==> config.mk <==
export PLATFORM = sky130hd
export DESIGN_NAME = dmem_access_seq
export DESIGN_NICKNAME = d
export VERILOG_FILES = /design/src/rtl/dmem_pkg.sv /design/src/rtl/dmem_access_seq_load_ext.sv /design/src/rtl/dmem_access_seq.sv
export SDC_FILE = /design/constraint.sdc
export NUM_CORES = 1
export LEC_CHECK = 0
export BUFFER_PORTS_ARGS = -buffer_cell sky130_fd_sc_hd__buf_2
export CORE_MARGIN = 2
export CORE_UTILIZATION = 55
export CTS_BUF_LIST = sky130_fd_sc_hd__clkbuf_8
export CTS_CLUSTER_SIZE = 16
export DETAILED_ROUTE_END_ITERATION = 8
export GPL_ROUTABILITY_DRIVEN = 0
export HOLD_SLACK_MARGIN = 0.1
export PLACE_DENSITY = 0.82
export SYNTH_ARGS = -nofsm -noshare
export SYNTH_HDL_FRONTEND = slang
export SYNTH_HIERARCHICAL = 1
export SYNTH_SLANG_ARGS = --single-unit
==> constraint.sdc <==
create_clock -name clk -period 2.6 [get_ports clk]
set_input_delay 0.26 -clock clk [delete_from_list [all_inputs] [get_ports clk]]
set_output_delay 0.26 -clock clk [all_outputs]
set_load 0.05 [all_outputs]
==> src/rtl/dmem_pkg.sv <==
// Shared types and helpers for the byte-serial data memory access sequencer.
// Holds the size encoding, FSM states and the byte-count helper.
package dmem_pkg;

    typedef enum logic [1:0] {
        SZ_B = 2'b00,
        SZ_H = 2'b01,
        SZ_W = 2'b10
    } size_e;

    typedef enum logic [1:0] {
        IDLE,
        ACCESS,
        RESP
    } state_e;

    localparam logic [1:0] SZ_ILLEGAL = 2'b11;

    // Number of byte cycles an access of the given size takes.
    // The illegal encoding never reaches ACCESS, so its value is irrelevant.
    function automatic logic [2:0] nbytes(input logic [1:0] size);
        case (size)
            SZ_B:    nbytes = 3'd1;
            SZ_H:    nbytes = 3'd2;
            default: nbytes = 3'd4;
        endcase
    endfunction

endpackage

==> src/rtl/dmem_access_seq_load_ext.sv <==
// Combinational load-data extender: sign- or zero-extends byte and half loads,
// passes word loads through unchanged.
module load_ext
    import dmem_pkg::*;
#(
    parameter int XLEN = 32
) (
    input  logic [XLEN-1:0] rdata,
    input  logic [1:0]      size,
    input  logic            zero_ext,
    output logic [XLEN-1:0] result
);

    logic byte_fill;
    logic half_fill;

    assign byte_fill = ~zero_ext & rdata[7];
    assign half_fill = ~zero_ext & rdata[15];

    always_comb begin
        result = rdata;
        case (size)
            SZ_B:    result = {{(XLEN-8){byte_fill}}, rdata[7:0]};
            SZ_H:    result = {{(XLEN-16){half_fill}}, rdata[15:0]};
            default: result = rdata;
        endcase
    end

endmodule

==> src/rtl/dmem_access_seq.sv <==
// Multi-cycle controller that serialises 32-bit load/store requests into
// little-endian byte accesses on an 8-bit data memory and returns one response beat.
module dmem_access_seq
    import dmem_pkg::*;
#(
    parameter int ADDR_W = 8,
    parameter int XLEN   = 32
) (
    input  logic              clk,
    input  logic              rst,
    input  logic              req_valid,
    output logic              req_ready,
    input  logic              req_we,
    input  logic [1:0]        req_size,
    input  logic              req_unsigned,
    input  logic [ADDR_W-1:0] req_addr,
    input  logic [XLEN-1:0]   req_wdata,
    output logic              rsp_valid,
    output logic              rsp_err,
    output logic [XLEN-1:0]   rsp_rdata,
    output logic [ADDR_W-1:0] mem_a,
    output logic [7:0]        mem_wd,
    output logic              mem_we,
    input  logic [7:0]        mem_rd
);

    state_e            state_q;
    state_e            state_d;
    logic [1:0]        idx_q;
    logic              we_q;
    logic [1:0]        size_q;
    logic              uns_q;
    logic              err_q;
    logic [ADDR_W-1:0] addr_q;
    logic [XLEN-1:0]   wdata_q;
    logic [XLEN-1:0]   rdata_q;
    logic [XLEN-1:0]   ext_rdata;
    logic              last_byte;

    assign last_byte = ({1'b0, idx_q} == (nbytes(size_q) - 3'd1));

    load_ext #(
        .XLEN(XLEN)
    ) u_load_ext (
        .rdata    (rdata_q),
        .size     (size_q),
        .zero_ext (uns_q),
        .result   (ext_rdata)
    );

    // Request capture happens only in IDLE, where the handshake is always accepted.
    always_ff @(posedge clk) begin
        if (rst) begin
            state_q <= IDLE;
            idx_q   <= '0;
            we_q    <= 1'b0;
            size_q  <= '0;
            uns_q   <= 1'b0;
            err_q   <= 1'b0;
            addr_q  <= '0;
            wdata_q <= '0;
            rdata_q <= '0;
        end else begin
            state_q <= state_d;
            case (state_q)
                IDLE: begin
                    if (req_valid) begin
                        we_q    <= req_we;
                        size_q  <= req_size;
                        uns_q   <= req_unsigned;
                        addr_q  <= req_addr;
                        wdata_q <= req_wdata;
                        err_q   <= (req_size == SZ_ILLEGAL);
                        idx_q   <= '0;
                        rdata_q <= '0;
                    end
                end
                ACCESS: begin
                    if (!we_q) begin
                        rdata_q[{idx_q, 3'b000} +: 8] <= mem_rd;
                    end
                    idx_q <= idx_q + 2'd1;
                end
                default: begin
                end
            endcase
        end
    end

    // Reset masks the handshake and side-effecting outputs in the same cycle.
    always_comb begin
        state_d   = state_q;
        req_ready = 1'b0;
        rsp_valid = 1'b0;
        rsp_err   = 1'b0;
        rsp_rdata = '0;
        mem_a     = '0;
        mem_wd    = '0;
        mem_we    = 1'b0;
        case (state_q)
            IDLE: begin
                req_ready = 1'b1;
                if (req_valid) begin
                    state_d = (req_size == SZ_ILLEGAL) ? RESP : ACCESS;
                end
            end
            ACCESS: begin
                mem_a  = addr_q + ADDR_W'(idx_q);
                mem_we = we_q;
                if (we_q) begin
                    mem_wd = wdata_q[{idx_q, 3'b000} +: 8];
                end
                if (last_byte) begin
                    state_d = RESP;
                end
            end
            RESP: begin
                rsp_valid = 1'b1;
                rsp_err   = err_q;
                rsp_rdata = (we_q || err_q) ? '0 : ext_rdata;
                state_d   = IDLE;
            end
            default: begin
                state_d = IDLE;
            end
        endcase
        if (rst) begin
            req_ready = 1'b0;
            rsp_valid = 1'b0;
            rsp_err   = 1'b0;
            mem_we    = 1'b0;
        end
    end

endmodule

==> results of run 1 <==
## area by class of cell
cell class | instances | share of cell area (%)
clock buffers | 9 | 2.40
well taps | 102 | 2.47
multi-input cells | 414 | 49.7
repair buffers | 118 | 12.0
flip-flops and latches | 81 | 31.4
clock inverters | 6 | 1.75
inverters | 3 | 0.218
## Yosys cell counts, drive strengths merged
library cell	count
o31ai	2
nor2	5
or4b	1
nand2	118
xor2	2
mux4	8
nor2b	10
buf	33
a31oi	1
and3b	1
nand4bb	1
inv	3
o2111ai	3
o21ai	26
o211ai	5
or2	1
o311a	1
ha	7
dfxtp	81
and3	8
nor4bb	2
mux2i	25
nand2b	27
o21ba	1
or3	2
fa	1
a21oi	63
a22oi	1
clkbuf	22
nor3b	3
nor3	2
and4b	5
and2	36
nor4	1
o21bai	1
nand3b	3
xnor2	1
nand3	36
or4	2
nand4	1
or3b	1
## tightest hold or removal path, stage by stage
cell     delay, ps
buf_2           90
nand2_1         40
a21oi_1         50
## cell usage in the layout, fill, tap and decap left out, types with 2 or more instances in the layout
cell / count
a21oi_1: 60
a21oi_4: 3
and2_1: 35
and3_1: 8
and4b_1: 5
buf_2: 106
buf_4: 12
bufinv_16: 2
clkbuf_8: 9
dfxtp_1: 81
ha_1: 7
inv_1: 3
inv_6: 2
mux2i_1: 24
mux4_2: 8
nand2_1: 118
nand2b_1: 27
nand3_1: 36
nand3b_1: 3
nor2_1: 5
nor2b_1: 10
nor3b_2: 2
o2111ai_1: 3
o211ai_1: 5
o21ai_0: 26
o31ai_1: 2
or3_1: 2
or4_1: 2
xor2_1: 2
## per-stage QoR
stage | cell area (sq um) | hold slack [ps]
CTS | 5160 | 124
global route | 5160 | 132
finish | 5160 | 128
global placement | 4940 | 440
detailed placement | 4940 | 447
floorplan | 4490 | 396
## how the worst max path moves through the flow
stage	end	start	cells after the start
after floorplan	mem_a[7]	idx_q[1]$_SDFFE_PP0P_	4
after global routing	rsp_rdata[29]	size_q[0]$_SDFFE_PP0P_	4
final	rsp_rdata[26]	size_q[0]$_SDFFE_PP0P_	4
after CTS	mem_a[6]	idx_q[0]$_SDFFE_PP0P_	6
after global placement	rdata_q[6]$_SDFFE_PP0P_	idx_q[0]$_SDFFE_PP0P_	6
after detailed placement	rdata_q[24]$_SDFFE_PP0P_	idx_q[0]$_SDFFE_PP0P_	6
## power breakdown
group,switching [uW],internal (uW)
Combinational,256,160
Sequential,52.0,1300
Clock,463,540
Total,771,2000
## state kept, by name (all words and copies together), names as in the netlist
register	cells
rdata_q	32
wdata_q	32
addr_q	8
idx_q	2
size_q	2
state_q	2
err_q	1
uns_q	1
we_q	1
## cell families (layout without fill, tap and decap cells)
kind of cell / count (synthesis) / in the layout / share of synthesized area, %
multiplexers: 33 / 33 / 9.67
flip-flops: 81 / 81 / 36.1
AO/OA/AOI/OAI: 104 / 104 / 13.3
adder cells (fa/ha/maj): 8 / 8 / 2.40
buffers and inverters: 58 / 136 / 7.10
AND/OR/NAND/NOR: 266 / 266 / 30.8
XOR/XNOR: 3 / 3 / 0.585
## layer usage
| layer | vias up | routed length, microns |
|---|---|---|
| met5 | - | 0 |
| met4 | 0 | 206 |
| met3 | 16 | 809 |
| met2 | 170 | 5160 |
| met1 | 1868 | 4720 |
| li1 | 2023 | - |
==> results.md, run 1 <==
- Run status: finished, final reports clean
- Reg-to-Reg Start: state_q[0]$_SDFFE_PP0P_
- Arrival time worst endpoint: 2100 ps
- Number of ports placed on the die boundary: 107
- Share of Yosys cell area claimed by the top area cell type: 36.1%
- Nets in the synthesized netlist: 616
- Post-CTS sizing: 0
- H-Tree Depth: 3
- Worst Skew: 12.5 ps
- Vias: 4,077
- End-of-flow core utilization: 66.1%
- Cell count after synthesis: 553
- Total placed cells including tap cells: 718
- HPWL reported at the end of detailed placement: 7690 microns
- Number of buffers on the longest clock path: 2
- Leakage power: 0.00221 uW
- Worst rel slew slack: 26.3%
- Initial cell density of the core: 57.5%
- Worst VDD drop: 0.353 mV
- Number of antenna violations at the first check in global routing: 0
- Number of sinks driven by the clock tree: 81
- Critical-path cell with the highest stage delay: dfxtp_1
- Dominant cell type by area after synthesis: dfxtp_1
- Startpoint of the tightest hold check path: req_wdata[18]
- Worst-Skew Late Latency: 350 ps
- Register area: 0.00162 sq mm
- GR met3 Demand/Resource: 5.19%
- Number of antenna-violating nets in the routed design: 0
- Fill count: 662
- Type of origin of the critical path: flop
- Area of the mapped netlist: 0.00449 sq mm
- Overall power consumption: 2770 uW
- Path depth of the worst reg2reg path: 3
- Class of the most critical hold timing path: in2reg
- CP cell instances: mux2i_2 > o21ai_0 > and2_1 > buf_2
- Number of buffers added by the clock tree synthesis step: 9
- Buffer type at the clock tree root: clkbuf_8
- Minimum clock period: 2360 ps
- Actual transition at the worst max-transition pin: 1110 ps
- Detail-routed net length per standard cell: 14.9 microns
- Remaining global-route overflow: 0
- Horizontal extent of the die: 94.4 microns
- Maximum clock frequency: 425 MHz
- Max stage delay on crit path: 620 ps
- Cell family with most CP delay: flip-flops
- DRC violation total after the first TritonRoute iteration: 219
- Setup WS post-layout: 244 ps
- Placeable core region: 0.00781 sq mm
- Sum of routed wire length over all layers: 10,900 microns
- Wire length of the first global-routing pass: 17,500 microns
- CP required: 2340 ps
- Unique masters post-synth: 49
- Post-Layout Cell Count: 733
- Synth top area cells: dfxtp_1 36%, nand2_1 9.9%, a21oi_1 6.7%, mux2i_1 5.3%, and2_1 4.9%
- Worst-path clk slew: 90 ps
- Count of maximum capacitance violations: 0
- Vias per cell: 5.56
- Aggregate negative setup slack: 0 ps
- Share of layout cells above drive strength 1: 24.2%
- Detailed Routing Iterations Pass 1: 5
- Floorplan die area: 0.00891 sq mm
- Total power per unit cell area: 536 mW/mm^2
- Pin count of the biggest net entering global routing: 55
- Met2 GRT Util: 41.8%
- GRT busiest layer: met2
- Die Y: 94.4 microns
- Final nets: 690
- Critical path peak fanout: 16
- Yosys Warn Count: 6
- PortBufs: 106
- GRT Overall Usage: 25.1%
- Crit Path Class: reg2out
- Multi-input gate area: 0.00256 sq mm
- Residual DRC: 0
- Number of setup violations in the final report: 0
- Endpoint of the worst register-to-register path: state_q[0]$_SDFFE_PP0P_
- Worst reg-to-reg setup slack: 520 ps
- CTS Hold Buffers Added: 0
- Clock tree from TritonCTS: done
- Syn_area_per_cell: 8.12 sq um
- #FFs+latches synth: 81
- Global routing usage on met1: 32.2%
- Setup repair bufs after CTS: 0
- Via count of the first global-routing pass: 3,802
- Total count of hold-check failures in the final report: 0
- Final critical-path share of the clock period: 90.6%
- Count of inserted antenna diode cells: 0
- Unrepaired setup endpoints after global routing: false
- Syn-to-layout area delta: 14.8%
- Hold Path End: wdata_q[18]$_SDFFE_PP0P_
- Sequential-to-total area share from yosys stat: 36.1%
- Number of rows created at floorplan: 32
- Number of pins with negative max-slew slack in the final report: 0
- Kind of end point of the critical path: output pin
- Worst hold path cell count: 3
- Post-placement setup slack: 588 ps
- Crit path buffers/inverters: 1
(Power assumes the default switching activity.)
==> inputs of run 2 (changes only) <==
==> constraint.sdc (replaced) <==
create_clock -name clk -period 2.5 [get_ports clk]
set_input_delay 0.5 -clock clk [delete_from_list [all_inputs] [get_ports clk]]
set_output_delay 0.5 -clock clk [all_outputs]
set_load 0.05 [all_outputs]
==> run 2 against run 1 <==
Net effect:
- core utilization up 0.61 points
- clock power shrank 12%
- die area is the same
- combinational power up 7.5%
- non-clock buffer count rose by 3
- routed wire length grew 0.85%
- first-iteration DRC count up 14%
- sequential share of layout area decreased by 0.22 points
- register-to-register slack got worse by 160 ps
- power shrank 1.4%
- cell count is 0.68% higher
==> results.md, run 2 (synthesis gave the netlist of run 1 again) <==
- GRT busiest layer: met2
- Number of buffers on the longest clock path: 2 (unchanged)
- Switch share: 29.8% (+2.0 points)
- Net switching component of the power: 814 uW (+5.6%)
- H-Tree Depth: 3 (unchanged)
- Fill count: 660 (-0.30%)
- Via count of the first global-routing pass: 3,777 (-0.66%)
- Critical path peak fanout: 3 (-13)
- Number of buffers added by the clock tree synthesis step: 9 (unchanged)
- HPWL reported at the end of detailed placement: 7830 microns (+1.9%)
- Detail-routed net length per standard cell: 14.9 microns (+0.17%)
- Actual transition at the worst max-transition pin: 1090 ps (-18.1 ps)
- Setup repair bufs after CTS: 0 (unchanged)
- Worst-path clk slew: 90 ps (about the same)
- Syn-to-layout area delta: 15.9%
- Total power per unit cell area: 524 mW/mm^2 (-2.3%)
- Arrival time worst endpoint: 1920 ps (-180 ps)
- Worst VDD drop: 0.396 mV (+12%)
- Overall power consumption: 2730 uW (-1.4%)
- Post-placement setup slack: 153 ps (-435 ps)
- DRC violation total after the first TritonRoute iteration: 250 (+14%)
- Total count of hold-check failures in the final report: 0 (unchanged)
- Worst rel slew slack: 27.5% (+1.2 points)
- Maximum clock frequency: 413 MHz
- Leakage power: 0.00221 uW (about the same)
- Top flop regs: rdata_q x32, wdata_q x32, addr_q x8
- Share of layout cells above drive strength 1: 26.0% (+1.7 points)
- Class of the most critical hold timing path: in2reg
- Worst-Skew Late Latency: 360 ps (about the same)
- Worst hold path cell count: 3 (unchanged)
- Sum of routed wire length over all layers: 11,000 microns (+0.85%)
- PortBufs: 106 (unchanged)
- Kind of end point of the critical path: output pin
- Number of antenna-violating nets in the routed design: 0 (unchanged)
- Count of maximum capacitance violations: 0 (unchanged)
- Seq pwr share: 51.4% (+2.7 points)
- CP required: 2000 ps (-340 ps)
- Setup WS post-layout: 76.1 ps (-168 ps)
- Clock network fraction of total power: 32.2% (-4.1 points)
- Number of antenna violations at the first check in global routing: 1 (+1)
- Placeable core region: 0.00781 sq mm (unchanged)
- Worst Skew: 8.38 ps (-4.09 ps)
- Combinational cell fraction of total power: 16.4% (+1.4 points)
- Final nets: 693 (+0.43%)
- Number of ports placed on the die boundary: 107 (unchanged)
- Number of rows created at floorplan: 32 (unchanged)
- GRT Overall Usage: 25.7% (+0.60 points)
- Crit Path Class: reg2out
- Global routing usage on met1: 34.3% (+2.1 points)
- Wire length of the first global-routing pass: 18,000 microns (+2.9%)
- Minimum clock period: 2420 ps
- Number of setup violations in the final report: 0 (unchanged)
- Vias per cell: 5.66 (+1.8%)
- Area after DPL: 0.00498 sq mm (+0.84%)
- Met2 GRT Util: 41.5% (-0.36 points)
- Vias: 4,178 (+2.5%)
- Highest-count cells in the layout ignoring fill and taps: 118 x nand2_1, 103 x buf_2, 78 x dfxtp_1
- Residual DRC: 0 (unchanged)
- Int Pwr: 1910 uW (-4.1%)
- Buffer type at the clock tree root: clkbuf_8
- Number of pins with negative max-slew slack in the final report: 0 (unchanged)
- Detailed Routing Iterations Pass 1: 4 (-1)
- Remaining global-route overflow: 0 (unchanged)
- Clock tree from TritonCTS: done
- Type of origin of the critical path: flop
- CTS Hold Buffers Added: 0 (unchanged)
- Die Y: 94.4 microns (unchanged)
- Most common cell after layout, fill and taps aside: nand2_1
- Horizontal extent of the die: 94.4 microns (unchanged)
- Area of all placed cells without fillers: 0.00520 sq mm (+0.92%)
- Path depth of the worst reg2reg path: 6 (+3)
- Number of sinks driven by the clock tree: 81 (unchanged)
- Floorplan die area: 0.00891 sq mm (unchanged)
- Run status: finished, final reports clean
- Pin count of the biggest net entering global routing: 55 (unchanged)
- GR met3 Demand/Resource: 5.03% (-0.16 points)
- Initial cell density of the core: 57.5% (unchanged)
- Final critical-path share of the clock period: 97.0%
-- run 2: cell types whose count changed in the layout (fill, tap and decap cells not counted), sizes merged --
| cell | change |
|---|---|
| buf | +3 |
| inv | -2 |
| clkinv | +4 |
| clkbuf | +1 |
| diode | +1 |
| bufinv | -2 |
-- run 2: final timing paths --
| kind | endpoint | slack (ps) | start |
|---|---|---|---|
| min reg2reg | wdata_q[2]$_SDFFE_PP0P_ | 460 | wdata_q[2]$_SDFFE_PP0P_ |
| min | wdata_q[19]$_SDFFE_PP0P_ | 370 | req_wdata[19] |
| max reg2reg | rdata_q[20]$_SDFFE_PP0P_ | 360 | idx_q[0]$_SDFFE_PP0P_ |
| max | mem_a[6] | 80 | addr_q[0]$_SDFFE_PP0P_ |
-- run 2: per-layer routing --
metal  wire length (microns)  vias to the layer above
li1                        -                     2032
met1                    4870                     1954
met2                    5090                      174
met3                     848                       18
met4                     179                        0
met5                       0                        -
-- run 2: power by group through the flow --
| stage | logic, uW | clock network, uW | registers (uW) |
|---|---|---|---|
| 2_1_floorplan | 347 | 0 | 1410 |
| 3_3_place_gp | 428 | 0 | 1430 |
| 3_5_place_dp | 442 | 0 | 1430 |
| 4_1_cts | 446 | 884 | 1400 |
| 5_1_grt | 496 | 940 | 1410 |
| 6_report | 447 | 878 | 1400 |
-- run 2: through the flow --
step           instances  hold slack (ps)  utilization [%]  TNS (ps)
2_1_floorplan        553              433                -         0
3_3_place_gp         721              439             63.8         0
3_5_place_dp         721              446             63.8         0
4_1_cts              737              365             66.2         0
5_1_grt              738              369             66.7     -20.2
6_report             738              371             66.7         0
-- run 2: final cells by class --
| class | instances | area, sq um | area share, % |
|---|---|---|---|
| Timing Repair Buffer | 121 | 667 | 12.8 |
| Clock inverter | 6 | 43.8 | 0.841 |
| Antenna cell | 1 | 2.50 | 0.0481 |
| Sequential cell | 81 | 1630 | 31.2 |
| Inverter | 3 | 11.3 | 0.216 |
| Multi-Input combinational cell | 414 | 2590 | 49.8 |
| Tap cell | 102 | 128 | 2.45 |
| Clock buffer | 10 | 138 | 2.64 |
-- run 2: worst max-delay path, stage by stage (launching register included) --
cell,delay (ps)
dfxtp_1,400
ha_4,170
fa_2,230
nand2_1,70
or3_1,340
a21oi_1,150
buf_4,220
-- run 2: repair_timing --
item,in CTS,in global routing
resized for setup,2,10
pin swaps,0,2
endpoints found under the setup margin,2,13
